--- config.mk ---
export PLATFORM = sky130hd
export DESIGN_NAME = mc_control_fsm
export DESIGN_NICKNAME = d
export VERILOG_FILES = /design/src/rtl/mc_control_fsm.sv
export SDC_FILE = /design/constraint.sdc
export NUM_CORES = 1
export LEC_CHECK = 0
export CAP_MARGIN = 20
export CORE_MARGIN = 3
export CORE_UTILIZATION = 35
export CTS_CLUSTER_SIZE = 24
export DETAILED_ROUTE_END_ITERATION = 6
export MAX_ROUTING_LAYER = met4
export SYNTH_ARGS = -nofsm -noshare
export SYNTH_HDL_FRONTEND = slang
export SYNTH_SLANG_ARGS = --single-unit
--- constraint.sdc ---
create_clock -name clk -period 6.9 [get_ports clk]
set_input_delay 1.38 -clock clk [delete_from_list [all_inputs] [get_ports clk]]
set_output_delay 1.38 -clock clk [all_outputs]
set_load 0.01 [all_outputs]
--- src/rtl/mc_control_fsm.sv ---
// Multi-cycle RV32I control unit.
// Moore-style sequencer: mux selects and static enables are registered from the
// next state, so they are glitch-free at the start of every state. The two
// enables that depend on inputs sampled in the current state (instruction
// fetch completion, branch outcome) are combined with the registered state.
module mc_control_fsm #(
  parameter int CNT_W           = 32,
  parameter bit MEM_HANDSHAKE   = 1'b1,
  parameter bit HALT_ON_ILLEGAL = 1'b1
) (
  input  logic             clk,
  input  logic             reset,
  input  logic [6:0]       op,
  input  logic [2:0]       funct3,
  input  logic             zero,
  input  logic             lt,
  input  logic             ltu,
  input  logic             mem_ready,
  output logic [1:0]       alu_op,
  output logic [1:0]       sel_alu_src_a,
  output logic [1:0]       sel_alu_src_b,
  output logic [1:0]       sel_result,
  output logic             sel_mem_addr,
  output logic             we_pc,
  output logic             we_ir,
  output logic             we_rf,
  output logic             we_mem,
  output logic             mem_req,
  output logic             illegal,
  output logic             halted,
  output logic [CNT_W-1:0] retire_count
);

  localparam logic [6:0] OP_LOAD   = 7'b0000011;
  localparam logic [6:0] OP_STORE  = 7'b0100011;
  localparam logic [6:0] OP_RTYPE  = 7'b0110011;
  localparam logic [6:0] OP_ITYPE  = 7'b0010011;
  localparam logic [6:0] OP_BRANCH = 7'b1100011;
  localparam logic [6:0] OP_JAL    = 7'b1101111;
  localparam logic [6:0] OP_JALR   = 7'b1100111;
  localparam logic [6:0] OP_LUI    = 7'b0110111;
  localparam logic [6:0] OP_AUIPC  = 7'b0010111;
  localparam logic [6:0] OP_SYSTEM = 7'b1110011;

  typedef enum logic [3:0] {
    S_FETCH, S_DECODE, S_MEMADR, S_MEMREAD, S_MEMWB, S_MEMWRITE,
    S_EXECUTER, S_EXECUTEI, S_ALUWB, S_BRANCH, S_JAL, S_JALR_ADDR,
    S_JALR, S_LUI, S_AUIPC, S_HALT
  } state_t;

  typedef struct packed {
    logic [1:0] alu_op;
    logic [1:0] src_a;
    logic [1:0] src_b;
    logic [1:0] result;
    logic       mem_addr;
    logic       we_rf;
    logic       we_mem;
    logic       mem_req;
    logic       pc_update;
    logic       halted;
  } ctrl_t;

  // Per-state control word; anything not mentioned stays 0.
  function automatic ctrl_t ctrl_of(input state_t s);
    ctrl_t c;
    c = '0;
    case (s)
      S_FETCH:     begin c.mem_req = 1'b1; c.src_b = 2'b10; c.result = 2'b10; end
      S_DECODE:    begin c.src_a = 2'b01; c.src_b = 2'b01; end
      S_MEMADR:    begin c.src_a = 2'b10; c.src_b = 2'b01; end
      S_MEMREAD:   begin c.mem_req = 1'b1; c.mem_addr = 1'b1; end
      S_MEMWB:     begin c.result = 2'b01; c.we_rf = 1'b1; end
      S_MEMWRITE:  begin c.mem_req = 1'b1; c.we_mem = 1'b1; c.mem_addr = 1'b1; end
      S_EXECUTER:  begin c.src_a = 2'b10; c.src_b = 2'b00; c.alu_op = 2'b10; end
      S_EXECUTEI:  begin c.src_a = 2'b10; c.src_b = 2'b01; c.alu_op = 2'b10; end
      S_ALUWB:     begin c.we_rf = 1'b1; end
      S_BRANCH:    begin c.src_a = 2'b10; c.src_b = 2'b00; c.alu_op = 2'b01; end
      S_JAL:       begin c.src_a = 2'b01; c.src_b = 2'b10; c.pc_update = 1'b1; end
      S_JALR_ADDR: begin c.src_a = 2'b10; c.src_b = 2'b01; end
      S_JALR:      begin c.src_a = 2'b01; c.src_b = 2'b10; c.pc_update = 1'b1; end
      S_LUI:       begin c.src_a = 2'b11; c.src_b = 2'b01; end
      S_AUIPC:     begin c.src_a = 2'b01; c.src_b = 2'b01; end
      S_HALT:      begin c.halted = 1'b1; end
      default:     c = '0;
    endcase
    return c;
  endfunction

  state_t           state_reg, state_next;
  ctrl_t            ctrl_reg;
  logic             illegal_reg;
  logic [CNT_W-1:0] retire_reg;
  logic             mem_ready_eff;
  logic             illegal_det;
  logic             retire_inc;
  logic             branch_taken;

  assign mem_ready_eff = MEM_HANDSHAKE ? mem_ready : 1'b1;

  // Branch condition from funct3; the two reserved encodings never reach BRANCH.
  always_comb begin
    branch_taken = 1'b0;
    case (funct3)
      3'b000:  branch_taken = zero;
      3'b001:  branch_taken = ~zero;
      3'b100:  branch_taken = lt;
      3'b101:  branch_taken = ~lt;
      3'b110:  branch_taken = ltu;
      3'b111:  branch_taken = ~ltu;
      default: branch_taken = 1'b0;
    endcase
  end

  // Next-state selection, illegal-opcode detection and retire strobe.
  always_comb begin
    state_next  = state_reg;
    illegal_det = 1'b0;
    case (state_reg)
      S_FETCH:    if (mem_ready_eff) state_next = S_DECODE;
      S_DECODE: begin
        case (op)
          OP_LOAD, OP_STORE: state_next = S_MEMADR;
          OP_RTYPE:          state_next = S_EXECUTER;
          OP_ITYPE:          state_next = S_EXECUTEI;
          OP_BRANCH: begin
            if (funct3 == 3'b010 || funct3 == 3'b011) illegal_det = 1'b1;
            else                                      state_next  = S_BRANCH;
          end
          OP_JAL:            state_next = S_JAL;
          OP_JALR:           state_next = S_JALR_ADDR;
          OP_LUI:            state_next = S_LUI;
          OP_AUIPC:          state_next = S_AUIPC;
          OP_SYSTEM:         state_next = S_HALT;
          default:           illegal_det = 1'b1;
        endcase
        if (illegal_det) state_next = HALT_ON_ILLEGAL ? S_HALT : S_FETCH;
      end
      S_MEMADR:    state_next = (op == OP_STORE) ? S_MEMWRITE : S_MEMREAD;
      S_MEMREAD:   if (mem_ready_eff) state_next = S_MEMWB;
      S_MEMWB:     state_next = S_FETCH;
      S_MEMWRITE:  if (mem_ready_eff) state_next = S_FETCH;
      S_EXECUTER,
      S_EXECUTEI,
      S_LUI,
      S_AUIPC,
      S_JAL,
      S_JALR:      state_next = S_ALUWB;
      S_JALR_ADDR: state_next = S_JALR;
      S_ALUWB:     state_next = S_FETCH;
      S_BRANCH:    state_next = S_FETCH;
      S_HALT:      state_next = S_HALT;
      default:     state_next = S_FETCH;
    endcase
    retire_inc = (state_next == S_FETCH) &&
                 (state_reg inside {S_MEMWB, S_MEMWRITE, S_ALUWB, S_BRANCH});
  end

  // State, registered control word, sticky illegal flag and retire counter.
  always_ff @(posedge clk) begin
    if (reset) begin
      state_reg   <= S_FETCH;
      ctrl_reg    <= ctrl_of(S_FETCH);
      illegal_reg <= 1'b0;
      retire_reg  <= '0;
    end else begin
      state_reg <= state_next;
      ctrl_reg  <= ctrl_of(state_next);
      if (illegal_det) illegal_reg <= 1'b1;
      if (retire_inc)  retire_reg  <= retire_reg + {{(CNT_W-1){1'b0}}, 1'b1};
    end
  end

  assign alu_op        = ctrl_reg.alu_op;
  assign sel_alu_src_a = ctrl_reg.src_a;
  assign sel_alu_src_b = ctrl_reg.src_b;
  assign sel_result    = ctrl_reg.result;
  assign sel_mem_addr  = ctrl_reg.mem_addr;

  // Enables are suppressed for as long as reset is held.
  assign we_ir   = ~reset & (state_reg == S_FETCH) & mem_ready_eff;
  assign we_pc   = ~reset & (((state_reg == S_BRANCH) & branch_taken) |
                             ctrl_reg.pc_update |
                             ((state_reg == S_FETCH) & mem_ready_eff));
  assign we_rf   = ~reset & ctrl_reg.we_rf;
  assign we_mem  = ~reset & ctrl_reg.we_mem;
  assign mem_req = ~reset & ctrl_reg.mem_req;

  assign illegal      = illegal_reg;
  assign halted       = ctrl_reg.halted;
  assign retire_count = retire_reg;

endmodule

Word level (Yosys, flattened, before mapping)
Cells that the tools add are included.
Cells by class
  reduce and logical (&&, ||, !) cells: 19
  mux-type cells: 23
  add/sub/neg operators: 1
  bitwise logic cells: 14
  equality and inequality tests: 47
Operators with widths (count)
  4-bit one-hot mux with 9 select lines: 2
  4-bit == test (second input constant): 16
  32-bit by 1-bit adder with 32-bit output (second input constant): 1
  4-bit by 3-bit == test with 1-bit output (second input constant): 8
  7-bit == test (second input constant): 4
  7-bit by 6-bit == test with 1-bit output (second input constant): 3
  4-bit two-way mux: 5
  4-bit by 2-bit == test with 1-bit output (second input constant): 4
  7-bit by 5-bit == test with 1-bit output (second input constant): 2
  3-bit == test (second input constant): 4
  2-bit one-hot mux with 2 select lines: 3
  6-bit OR reduction: 2
  2-bit OR reduction: 5
  1-bit two-way mux: 9
  3-bit OR reduction: 3
  9-bit OR reduction: 1
  1-bit bitwise AND: 8
  4-bit by 1-bit == test with 1-bit output (second input constant): 2
  4-bit zero test: 2
  7-bit by 2-bit == test with 1-bit output (second input constant): 1
  3-bit by 2-bit == test with 1-bit output (second input constant): 2
  1-bit one-hot mux with 6 select lines: 1
  2-bit one-hot mux with 3 select lines: 1
  5-bit OR reduction: 1
  10 further kinds: 14
Word-level totals
  input port bits: 16
  word-level logic and storage cells: 117
  output and inout port bits: 48
  bits in registers: 51

Logic depth before layout (Yosys ltp)
Gate-level depths: netlist of run 1.
  depth after elaboration: 10
  depth in mapped cells: 9

Worst setup path after synthesis of run 1
Ideal clock, no wire load.
  path type: input -> output
  start point: input reset
  end point: output we_ir
  arrival: 2046 ps
  path slack: 3474 ps
  stages on the path: 3
  path through: clkbuf_1 -> buf_1 -> nor2_1
On the way
  cells in the longest elaborated chain, start to end: 3
Ends and longest elaborated chain
  start, declared: line 12  | input logic reset,
  1-bit NOT: line 181  | assign we_ir = ~reset & (state_reg == S_FETCH) & mem_ready_eff;
  1-bit bitwise AND (2 in a row): line 181
  end, declared: line 25  | output logic we_ir,
Every way passes these cells.

Final worst setup path of run 1
  start point: input funct3[1]
  end point: output we_pc
On the way
  cells in the longest elaborated chain, start to end: 6
  elaborated cells on any way between the ends: 11
Ends and longest elaborated chain
  start, declared: line 14  | input logic [2:0] funct3,
  3-bit == test (tied with other cells): line 104  | case (funct3)
  1-bit one-hot mux with 6 select lines *: line 104
  1-bit bitwise AND *: line 182  | assign we_pc = ~reset & (((state_reg == S_BRANCH) & branch_taken) |
  1-bit OR *: line 182
  1-bit OR *: line 183  | ctrl_reg.pc_update |
  1-bit bitwise AND *: line 182
  end, declared: line 24  | output logic we_pc,
Every way passes the cells marked *; elsewhere a longest branch is shown, timed or not.

==> results.yml, run 1 <==
status:
  status: "finished clean"
synth:
  synthArstFlopShare: 0
  synth_warnings: 0
  synth_area_leaders: "dfxtp_1 (36%), a21oi_1 (4.8%), nand2_1 (4.1%), nor2_1 (4.1%), xnor2_1 (3.1%)"
  ys_types: 66
  yosysSeqAreaShare: 0.3599
  ys.flop_type: "dfxtp_1"
  avgSynthCellArea_um2: 8.270
  ys_top_cells_by_count: "dfxtp_1 (51), nand2_1 (31), nor2_1 (31)"
  synth.cell_area_um2: 2836
  yosys.cell_count.top_type: "dfxtp_1"
  synth_seq_cells: 51
  syn-num-nets: 360
  synthCells: 343
  synth_edf_count: 0
  yosys.area.top_type: "dfxtp_1"
  netlist.area_leader.share: 0.3599
routing:
  drt-pass1-iter-count: 4
  totalWireLength_mm: 6.834
  drt_iter0_drc: 114
  via_count: 2588
  ant_nets: 0
  drc_errors: 0
  drt-vias-per-instance: 5.260
  wl_per_cell_um: 13.89
finish:
  final_util: 0.4540
  fin_nets: 406
  fill_cells: 799
  antenna_cells_inserted: 0
  multi_input_area_um2: 1642
  regArea_um2: 1021
  area_growth_syn_to_layout_pct: 24.97
  drive_gt1_frac: 0.07179
  largest_reg_flops: 32
  fin_cells: 492
pwr:
  p_total_mw: 0.9251
  p_sw_frac: 0.3872
  p_clk_frac: 0.199
  seqPwrFrac: 0.395
  p_int_mw: 0.5669
  p_sw_mw: 0.3582
  p_leak_nw: 1.190
  power_density_nw_per_um2: 261.0
  combPwrFrac: 0.407
  ir_drop_v: 0.00009424
worst_setup_path:
  crit_path_end_kind: "output pin"
  reg2reg_from: "state_reg[2]"
  cpPeakStageDelay_ns: 0.58
  reg2reg_slack_ns: 4.14
  cp-endpoint: "we_pc"
  crit_chain: "clkdlybuf4s50_1 -> mux2i_1 -> o21ai_0 -> o211ai_1 -> a21oi_1 -> clkdlybuf4s50_1"
  cp.arrival_ns: 3.00
  crit_type: "in -> out"
  cpMostUsedCell: "clkdlybuf4s50_1"
  crit_fanout: 5
  cp_top_family: "buffers and inverters"
  crit_cells: 6
  path_buf_inv: 2
  crit_slowest_cell: "clkdlybuf4s50_1"
  startpoint: "funct3[1]"
  startpoint_type: "input pin"
  required_ns: 5.52
  r2r_end: "ctrl_reg[2]"
  reg2reg_depth: 6
global_route:
  grt_max_degree: 52
  grt.overflow.total: 0
  grt-busiest-layer: "met2"
  use_met3: 0.02346
  grt_pass1_wl_mm: 11.18
  grt_usage: 0.1556
  use_met2: 0.2375
  use_met1: 0.2150
  grt_pass1_vias: 2383
  antenna_found_initial: 0
timing:
  setup_viol: 0
  final_hold_viol_count: 0
  max_clock_freq_mhz: 228.4
  slew_viol_final: 0
  worst_pin_slew_ns: 0.9492
  fin_crit_sh: 0.6347
  fin_ws_ns: 2.521
  tns_ns: 0
  min_period_ns: 4.379
  rsz0062_at_grt: "no"
  relSlewSlack: 0.3672
  skew_ns: 0.01268
min_path:
  min_path_type: "reg -> reg"
clock_network:
  htree_levels: 2
  cts.sinks: 51
  cts_buffer_depth: 2
  cts_setup_buffers: 0
  cts_inserted_buffers: 5
  clock_latency_ns: 0.31
  cts_tree: "built"
  post_cts_resize_count: 0
  cts_root_buffer: "clkbuf_8"
  clk_pin_slew_worst_paths_ns: 0.09
  hold_buffers: 0
die:
  num_rows: 32
  die_x_um: 96.03
  initial_core_util: 0.3633
  dieArea_um2: 9221
  core_area_um2: 7807
  io_pins: 64
  die_h_um: 96.03
placement:
  dp_hpwl_mm: 4.841
  dp.cells: 484
  io_buffers: 63
  dp_slack_ns: 2.511
  gp_congestion: 0.7623
run:
  drv_cap: 0
[cell type report]
class / instances / area share
Clock inverter: 2 / 0.004589
Timing Repair Buffer: 63 / 0.1765
Tap cell: 102 / 0.03600
Clock buffer: 6 / 0.02330
Multi-Input combinational cell: 260 / 0.4631
Sequential cell: 51 / 0.2880
Inverter: 8 / 0.008472
[metrics by stage]
| stage | cell area, um2 | hold slack [ns] |
|---|---|---|
| global placement | 3446 | 0.4551 |
| detailed placement | 3446 | 0.4717 |
| CTS | 3545 | 0.4924 |
| finish | 3545 | 0.4825 |
| global route | 3545 | 0.5286 |
| floorplan | 2836 | 0.5025 |
[logic make-up (layout without fill, tap and decap cells)]
family          after synthesis  after routing  synth area share
xor+xnor                     20             20           0.06175
flops                        51             51            0.3599
mux                           3              3           0.01147
simple gates                162            162            0.3211
compound gates               73             73            0.1765
fa+ha+maj                     2              2          0.007939
buf+inv                      32             79           0.06132
[power by group through the flow]
| stage | logic, mW | clock network (mW) | registers [mW] |
|---|---|---|---|
| floorplan | 0.309 | 0 | 0.350 |
| global placement | 0.373 | 0 | 0.371 |
| detailed placement | 0.377 | 0 | 0.372 |
| CTS | 0.379 | 0.188 | 0.365 |
| global route | 0.421 | 0.200 | 0.372 |
| finish | 0.376 | 0.184 | 0.365 |
[metal layers]
layer | vias up | part of all wire
met5 | - | 0
met4 | 0 | 0.0095
met3 | 8 | 0.043
met2 | 57 | 0.44
met1 | 1199 | 0.50
li1 | 1324 | -
[cell usage in the layout (no fill, tap or decap), drive strengths merged, types with 5 or more instances in the layout]
master         instances
a21o                   7
a21oi                 28
and2                   6
and3                   9
and4                   5
clkbuf                 6
clkdlybuf4s50         62
dfxtp                 51
inv                    8
nand2                 31
nand2b                 5
nand3                 12
nand4                 12
nor2                  32
nor2b                  7
nor3                   9
nor4                   8
o21ai                 13
or3                    8
xnor2                 10
xor2                  10
[worst min path at each step]
stage	start	to	cells after the start
finish	illegal	illegal	2
floorplan	illegal	illegal	2
global placement	illegal	illegal	2
global route	illegal	illegal	2
CTS	illegal	illegal	2
detailed placement	illegal	illegal	2
[worst reg2reg max path, delay by kind of cell (launching register included)]
kind	cells	cell delay, ns
DFF	1	0.44
and+or+nand+nor	2	0.75
AOI/OAI and AO/OA	4	1.47
Note: power is estimated with default switching activity, not from simulation.
==> run 2: changes to the inputs <==
- clock period: 6.9 -> 3.77 ns (I/O delays scaled with it)
==> run 2 against run 1 <==
Compared with the run above:
- via count up 1.5%
- die area unchanged
- sequential power up 82%
- clock-buffer cell count up 1
- cell count up 1.6%
- critical path depth unchanged
- flip-flop and latch count unchanged
- clock power up 89%
- final area up 1.8%
==> results.yml, run 2 (same netlist as run 1, synthesis figures left out) <==
clock_network:
  hold_buffers: 0
  cts_root_buffer: "clkbuf_8"
  htree_levels: 2
  clock_latency_ns: 0.30
  cts_setup_buffers: 0
  cts.sinks: 51
  cts_tree: "built"
  cts_buffer_depth: 2
  clk_pin_slew_worst_paths_ns: 0.09
  post_cts_resize_count: 0
  cts_inserted_buffers: 5
timing:
  slew_viol_final: 0
  final_hold_viol_count: 0
  rsz0062_at_grt: "no"
  fin_crit_sh: 0.8311
  tns_ns: 0
  worst_pin_slew_ns: 0.5454
  max_clock_freq_mhz: 319.2
  min_period_ns: 3.133
  skew_ns: 0.007106
  relSlewSlack: 0.6313
  setup_viol: 0
worst_setup_path:
  crit_chain: "clkdlybuf4s50_1 -> mux2i_1 -> o21ai_0 -> o211ai_1 -> a21oi_1 -> clkdlybuf4s50_1"
  cpMostUsedCell: "clkdlybuf4s50_1"
  startpoint: "funct3[1]"
  reg2reg_from: "state_reg[0]"
  crit_fanout: 5
  cp.arrival_ns: 2.38
  startpoint_type: "input pin"
  required_ns: 3.02
  crit_type: "in -> out"
  cpPeakStageDelay_ns: 0.56
  crit_path_end_kind: "output pin"
  crit_slowest_cell: "clkdlybuf4s50_1"
placement:
  dp.cells: 492
  dp_hpwl_mm: 5.146
  gp_congestion: 0.7754
  io_buffers: 63
finish:
  fin_cells: 500
  drive_gt1_frac: 0.09045
  fin_nets: 414
  largest_reg_flops: 32
  mostFrequentLayoutCells: "clkdlybuf4s50_1 (62), dfxtp_1 (51), nor2_1 (31), nand2_1 (31), a21oi_1 (27)"
  antenna_cells_inserted: 0
  area_growth_syn_to_layout_pct: 27.26
  mostFrequentLayoutCell: "clkdlybuf4s50_1"
global_route:
  grt_max_degree: 47
  antenna_found_initial: 0
  grt_usage: 0.1652
  grt_pass1_wl_mm: 11.83
  grt.overflow.total: 0
  grt_pass1_vias: 2457
routing:
  drc_errors: 0
  drt-vias-per-instance: 5.254
  wl_per_cell_um: 14.17
  totalWireLength_mm: 7.087
  drt-pass1-iter-count: 4
  drt_iter0_drc: 176
  via_count: 2627
  ant_nets: 0
die:
  initial_core_util: 0.3633
  io_pins: 64
  num_rows: 32
  core_area_um2: 7807
  die_x_um: 96.03
  die_h_um: 96.03
  dieArea_um2: 9221
pwr:
  p_leak_nw: 1.233
  ir_drop_v: 0.0002266
  power_density_nw_per_um2: 486.8
run:
  drv_cap: 0
min_path:
  hp-start: "illegal"
  min_path_type: "reg -> reg"
status:
  status: "finished clean"
-- run 2: per-layer routing --
metal / wire [um] / share of wire / track usage / up-vias
met4: 45 / 0.0063 / 0.03555 / 0
met2: 3199 / 0.45 / 0.2576 / 69
met3: 333 / 0.047 / 0.02893 / 7
li1: - / - / - / 1337
met5: 0 / 0 / - / -
met1: 3508 / 0.49 / 0.2241 / 1214
-- run 2: critical path: cells and delay by family --
family / cells / cell delay, ns
buf+inv: 2 / 1.12
compound gates: 3 / 0.41
mux: 1 / 0.10
-- run 2: cell type report --
class | count | area, um2
Clock buffer | 7 | 96.34
Clock inverter | 1 | 7.507
Fill cell | 775 | 4198
Inverter | 8 | 30.03
Multi-Input combinational cell | 260 | 1642
Sequential cell | 51 | 1021
Tap cell | 102 | 127.6
Timing Repair Buffer | 71 | 685.7
-- run 2: power breakdown --
group	internal [mW]	switching, mW
registers	0.602	0.0643
clock network	0.167	0.180
logic	0.327	0.417
-- run 2: stage by stage --
step                      total power, mW  cell area, um2    util  hold WS [ns]  setup slack, ns
after floorplan                     1.205            2836       -        0.5025            1.046
after global placement              1.414            3506  0.4490        0.4652           0.4713
final                               1.757            3610  0.4623        0.4872           0.6368
after detailed placement            1.420            3506  0.4490        0.4769           0.4105
after CTS                           1.767            3610  0.4623        0.4989           0.6103
after global routing                1.882            3610  0.4623        0.5384           0.4890
-- run 2: worst paths after layout --
check,to,slack [ns],depth (start not counted)
max,we_pc,0.64,6
min,illegal,0.49,2
max reg2reg,sel_alu_src_a[0],1.12,7
min reg2reg,illegal,0.49,2
==> run 3: changes to the inputs <==
- clock period: 3.77 -> 2.6 ns (I/O delays scaled with it)
==> run 3 against run 2 <==
Compared with the run above:
- hold slack got worse by 0.015 ns
- critical path depth up 2
- final area grew 13%
- via count is 8.9% higher
- clock-buffer cell count down 1
- non-clock buffer count is 43 higher
- wire length grew 11%
- first-iteration DRC count decreased by 28%
- largest power group unchanged
==> results.yml, run 3 (same netlist as run 1, synthesis figures left out) <==
global_route:
  grt_pass1_vias: 2603
  grt_max_degree: 28
  antenna_found_initial: 0
  grt_pass1_wl_mm: 12.71
  grt.overflow.total: 0
  grt_usage: 0.1764
worst_setup_path:
  crit_chain: "clkdlybuf4s50_1 -> or2_1 -> or4_4 -> a221oi_4 -> o21ai_2 -> buf_4 -> o41a_1 -> o221ai_1"
  cpPeakStageDelay_ns: 0.44
  cp_top_family: "compound AO/OA/AOI/OAI gates"
  startpoint_type: "input pin"
  crit_fanout: 4
  r2r_end: "ctrl_reg[2]"
  crit_path_end_kind: "flip-flop"
  crit_type: "in -> reg"
  crit_slowest_cell: "or4_4"
  path_buf_inv: 2
  crit_cells: 8
  cp.arrival_ns: 2.80
  required_ns: 2.82
  reg2reg_slack_ns: 0.22
  reg2reg_depth: 7
  reg2reg_from: "state_reg[0]"
min_path:
  min_path_type: "reg -> reg"
  hp-start: "illegal"
  hold_path_end: "illegal"
  whs_path_depth: 2
placement:
  dp_slack_ns: -0.4282
  io_buffers: 63
  gp_congestion: 0.7961
  dp_hpwl_mm: 5.563
  dp.cells: 532
routing:
  drc_errors: 0
  wl_met1_mm: 3.699
  via_count: 2860
  wl_per_cell_um: 14.50
  totalWireLength_mm: 7.889
  highest_layer: "met4"
  drt-pass1-iter-count: 4
  drt_iter0_drc: 126
  wl_met3_um: 399
  met2_length_mm: 3.707
  drt-vias-per-instance: 5.257
  ant_nets: 0
finish:
  fin_nets: 458
  final_util: 0.5245
  mostFrequentLayoutCell: "clkdlybuf4s50_1"
  area_growth_syn_to_layout_pct: 44.38
  fill_cells: 741
  drive_gt1_frac: 0.2217
  mostFrequentLayoutCells: "clkdlybuf4s50_1 (57), dfxtp_1 (51), buf_4 (49)"
  fin_cells: 544
  antenna_cells_inserted: 0
  largest_reg_flops: 32
die:
  io_pins: 64
  dieArea_um2: 9221
  die_x_um: 96.03
  core_area_um2: 7807
  die_h_um: 96.03
  num_rows: 32
  initial_core_util: 0.3633
timing:
  setup_viol: 0
  max_clock_freq_mhz: 388.2
  relSlewSlack: 0.6426
  fin_ws_ns: 0.02420
  worst_pin_slew_ns: 0.5347
  fin_crit_sh: 0.9907
  skew_ns: 0.009227
  slew_viol_final: 0
  min_period_ns: 2.576
  final_hold_viol_count: 0
clock_network:
  cts_root_buffer: "clkbuf_8"
  cts.sinks: 51
  cts_tree: "built"
  clk_pin_slew_worst_paths_ns: 0.09
  cts_inserted_buffers: 5
  htree_levels: 2
  clock_latency_ns: 0.30
  cts_buffer_depth: 2
status:
  status: "finished clean"
pwr:
  ir_drop_v: 0.0003695
  power_density_nw_per_um2: 763.2
  p_leak_nw: 1.515
run:
  drv_cap: 0
[run 3: worst max-delay path by stage]
stage | slack, ns | end | startpoint
floorplan | 0.11 | retire_count[28] | op[6]
global placement | -0.37 | sel_alu_src_a[0] | op[2]
detailed placement | -0.43 | sel_alu_src_a[0] | op[5]
CTS | 0.003 | sel_alu_src_a[0] | op[4]
global route | -0.04 | sel_alu_src_b[0] | op[3]
finish | 0.02 | sel_alu_src_b[0] | op[3]
[run 3: power by group]
group	total [mW]	switching [mW]	leakage (nW)	internal [mW]
logic	1.55	0.786	1.04	0.761
clock network	0.650	0.265	0.0654	0.385
registers	0.929	0.0562	0.413	0.873
[run 3: area by class of cell]
type	count	area, um2	share of cell area
repair buffers	114	1026	0.2505
clock inverters	2	60.06	0.01467
flip-flops and latches	51	1021	0.2493
multi-input cells	261	1758	0.4293
clock buffers	6	72.57	0.01772
well taps	102	127.6	0.03116
inverters	8	30.03	0.007333
[run 3: metrics by stage]
| step | power [mW] | instance area (um2) | hold WS (ns) | setup TNS (ns) |
|---|---|---|---|---|
| 2_1_floorplan | 1.747 | 2836 | 0.5025 | 0 |
| 3_3_place_gp | 2.328 | 3819 | 0.4543 | -8.065 |
| 3_5_place_dp | 2.348 | 3819 | 0.4601 | -8.485 |
| 4_1_cts | 3.034 | 3973 | 0.4817 | 0 |
| 5_1_grt | 3.314 | 4095 | 0.5053 | -0.05524 |
| 6_report | 3.126 | 4095 | 0.4724 | 0 |
[run 3: tightest hold or removal path, stage by stage (launching register included)]
cell and delay [ns]:
dfxtp_1 0.33, a21oi_1 0.04, nor2_1 0.07
[run 3: timing repair]
action                                 4_1_cts  5_1_grt
setup endpoints to repair                   10       17
gates cloned                                 0        1
endpoints found under the hold margin        0        0
resized for setup                            9       21
pin swaps                                    3       12
setup buffers                                0        3
hold buffers                                 0        0
[run 3: routing by layer]
metal	vias up	track usage
li1	1428	-
met1	1322	0.2370
met2	99	0.2754
met3	11	0.02893
met4	0	0.04621
met5	-	-
==> patch: new RTL, config.mk and constraints of run 3 <==
Set the parameter `MEM_HANDSHAKE` to 1'b0 (it was 1'b1).
--- a/src/rtl/mc_control_fsm.sv
+++ b/src/rtl/mc_control_fsm.sv
@@ -5,7 +5,7 @@
 // fetch completion, branch outcome) are combined with the registered state.
 module mc_control_fsm #(
   parameter int CNT_W           = 32,
-  parameter bit MEM_HANDSHAKE   = 1'b1,
+  parameter bit MEM_HANDSHAKE   = 1'b0,
   parameter bit HALT_ON_ILLEGAL = 1'b1
 ) (
   input  logic             clk,
Check against the original RTL: not equivalent (Yosys sat finds a counterexample within 4 cycles, from zero or initial values and one cycle with reset high).
==> patch against run 3 <==
First-iteration DRC count is 11% lower. Worst setup slack better by 0.042 ns. Synthesized area is 2.3% lower. Routed wire length is 2.5% higher. Sequential cell count stayed put. Design area is 0.18% lower. Register-to-register slack worse by 0.05 ns. Power is 15% higher.
==> patch: results (changes against run 3) <==
| Metric | Value |
|---|---|
| Status | `complete, no violations` |
| DR WL met2 | `3770 um (+1.7%)` |
| # Post-CTS Setup Buffers | `7 (+7)` |
| Max FFs per register | `32 (unchanged)` |
| Seq/total area | `25.0% (+0.076 points)` |
| Syn_area_per_cell | `8.08 sq um (-2.3%)` |
| Data buffer area share | `27.8% (+2.7 points)` |
| Min-Delay Path Class | `flop to flop` |
| DR WL/cell | `15.0 um (+3.5%)` |
| Die area | `9020 sq um (-2.2%)` |
| M1 WL | `3870 um (+4.6%)` |
| Non-clock buffer count | `123 (+7.9%)` |
| Max IR drop VDD | `0.495 mV (+34%)` |
| Post-Route WL | `8090 um (+2.5%)` |
| Adder-cell share of the synthesized area | `0.452% (-0.34 points)` |
| Total Power | `3.59 mW (+15%)` |
| Register area share after synthesis | `36.9% (+0.86 points)` |
| Distinct cell type count after synthesis | `53 (-20%)` |
| Slowest stage delay, CP | `0.48 ns (+0.04 ns)` |
| Lkg Pwr | `1.47 nW (-3.1%)` |
| Kind of cell adding the most delay to the critical path | `simple AND/OR/NAND/NOR gates` |
| Vias | `2972 (+3.9%)` |
| Multi-input gates | `246 (-5.7%)` |
| Clock buffer depth | `2 (unchanged)` |
| Input/output buffers | `62 (-1.6%)` |
| Detailed placement HPWL | `5620 um (+1.1%)` |
| Top cells by area, synth | `dfxtp_1 37%, o31ai_1 7.6%, or4_1 7.6%` |
| Design Area, Final | `4090 sq um (-0.18%)` |
| Final net count | `457 (-0.22%)` |
| CLK BUF | `6 (unchanged)` |
| WP data arrival | `2.79 ns (about the same)` |
| XOR/XNOR share of the synthesized area | `0.949% (-5.2 points)` |
| Inverters | `13 (+5)` |
| Max H-tree Level | `2 (unchanged)` |
| Placed Instances | `520 (-2.3%)` |
| Vias in the first global route | `2845 (+9.3%)` |
| Initial drt markers | `112 (-11%)` |
| Switching share of power | `37.8% (+2.4 points)` |
| Multiplexer area fraction after synthesis | `0.768% (-0.38 points)` |
| Place WS | `-0.524 ns (-0.0958 ns)` |
| Post-Place Cell Area | `3740 sq um (-2.1%)` |
| Footprint of the multi-input gates | `1660 sq um (-5.8%)` |
| Worst Max-Slew Pin Slew | `0.409 ns (-0.126 ns)` |
| Metal3 WL | `380 um (-4.8%)` |
| Combinational power | `2.09 mW (+35%)` |
| Routability cong. | `0.927 (+16%)` |
| Layout clock area frac | `2.51% (-0.73 points)` |
| Synth Area in Compound Gates | `22.8% (+5.2 points)` |
| First-pass GRT wire length | `13700 um (+7.7%)` |
| Worst Path Max Fanout | `8 (+4)` |
| Seq pwr share | `26.6% (-3.1 points)` |
| Diode count | `0 (unchanged)` |
| Clock Skew | `0.00965 ns (+0.000424 ns)` |
| Post-cts resize count | `27 (+18)` |
| Clk_lat worst skew | `0.31 ns` |
| Commonest cells post-synth | `51 x dfxtp_1, 35 x a21oi_1, 28 x o31ai_1, 28 x or4_1, 20 x nand2_1` |
| Filler Cell Count | `735 (-0.81%)` |
| Share of layout cells above drive strength 1 | `23.4% (+1.2 points)` |
| Largest net degree at the start of global routing | `30 (+7.1%)` |
| Aggregate global-route resource usage | `19.5% (+1.8 points)` |
## patch: cell count changes after synthesis, moves of 6 or more
cell and delta:
xor2_1 -9, a21o_1 -6, o31ai_1 +28, clkbuf_1 +11
xnor2_1 -8, nand2_1 -11, or4_1 +25, nor2_1 -13
a21oi_1 +8
## patch: path summary, 6_finish.rpt
path                                        from          endpoint  slack [ns]  cells after the start
worst max-delay path                       op[5]  retire_count[26]        0.07                     11
worst min-delay path            retire_count[29]  retire_count[29]        0.50                      2
worst max register to register      state_reg[2]  retire_count[26]        0.17                      9
worst min register to register  retire_count[29]  retire_count[29]        0.50                      2
## patch: per-layer routing
| layer | up-vias | GRT usage, % |
|---|---|---|
| li1 | 1481 | - |
| met1 | 1413 | 26.5 |
| met2 | 73 | 30.6 |
| met3 | 5 | 2.71 |
| met4 | 0 | 4.45 |
| met5 | - | - |
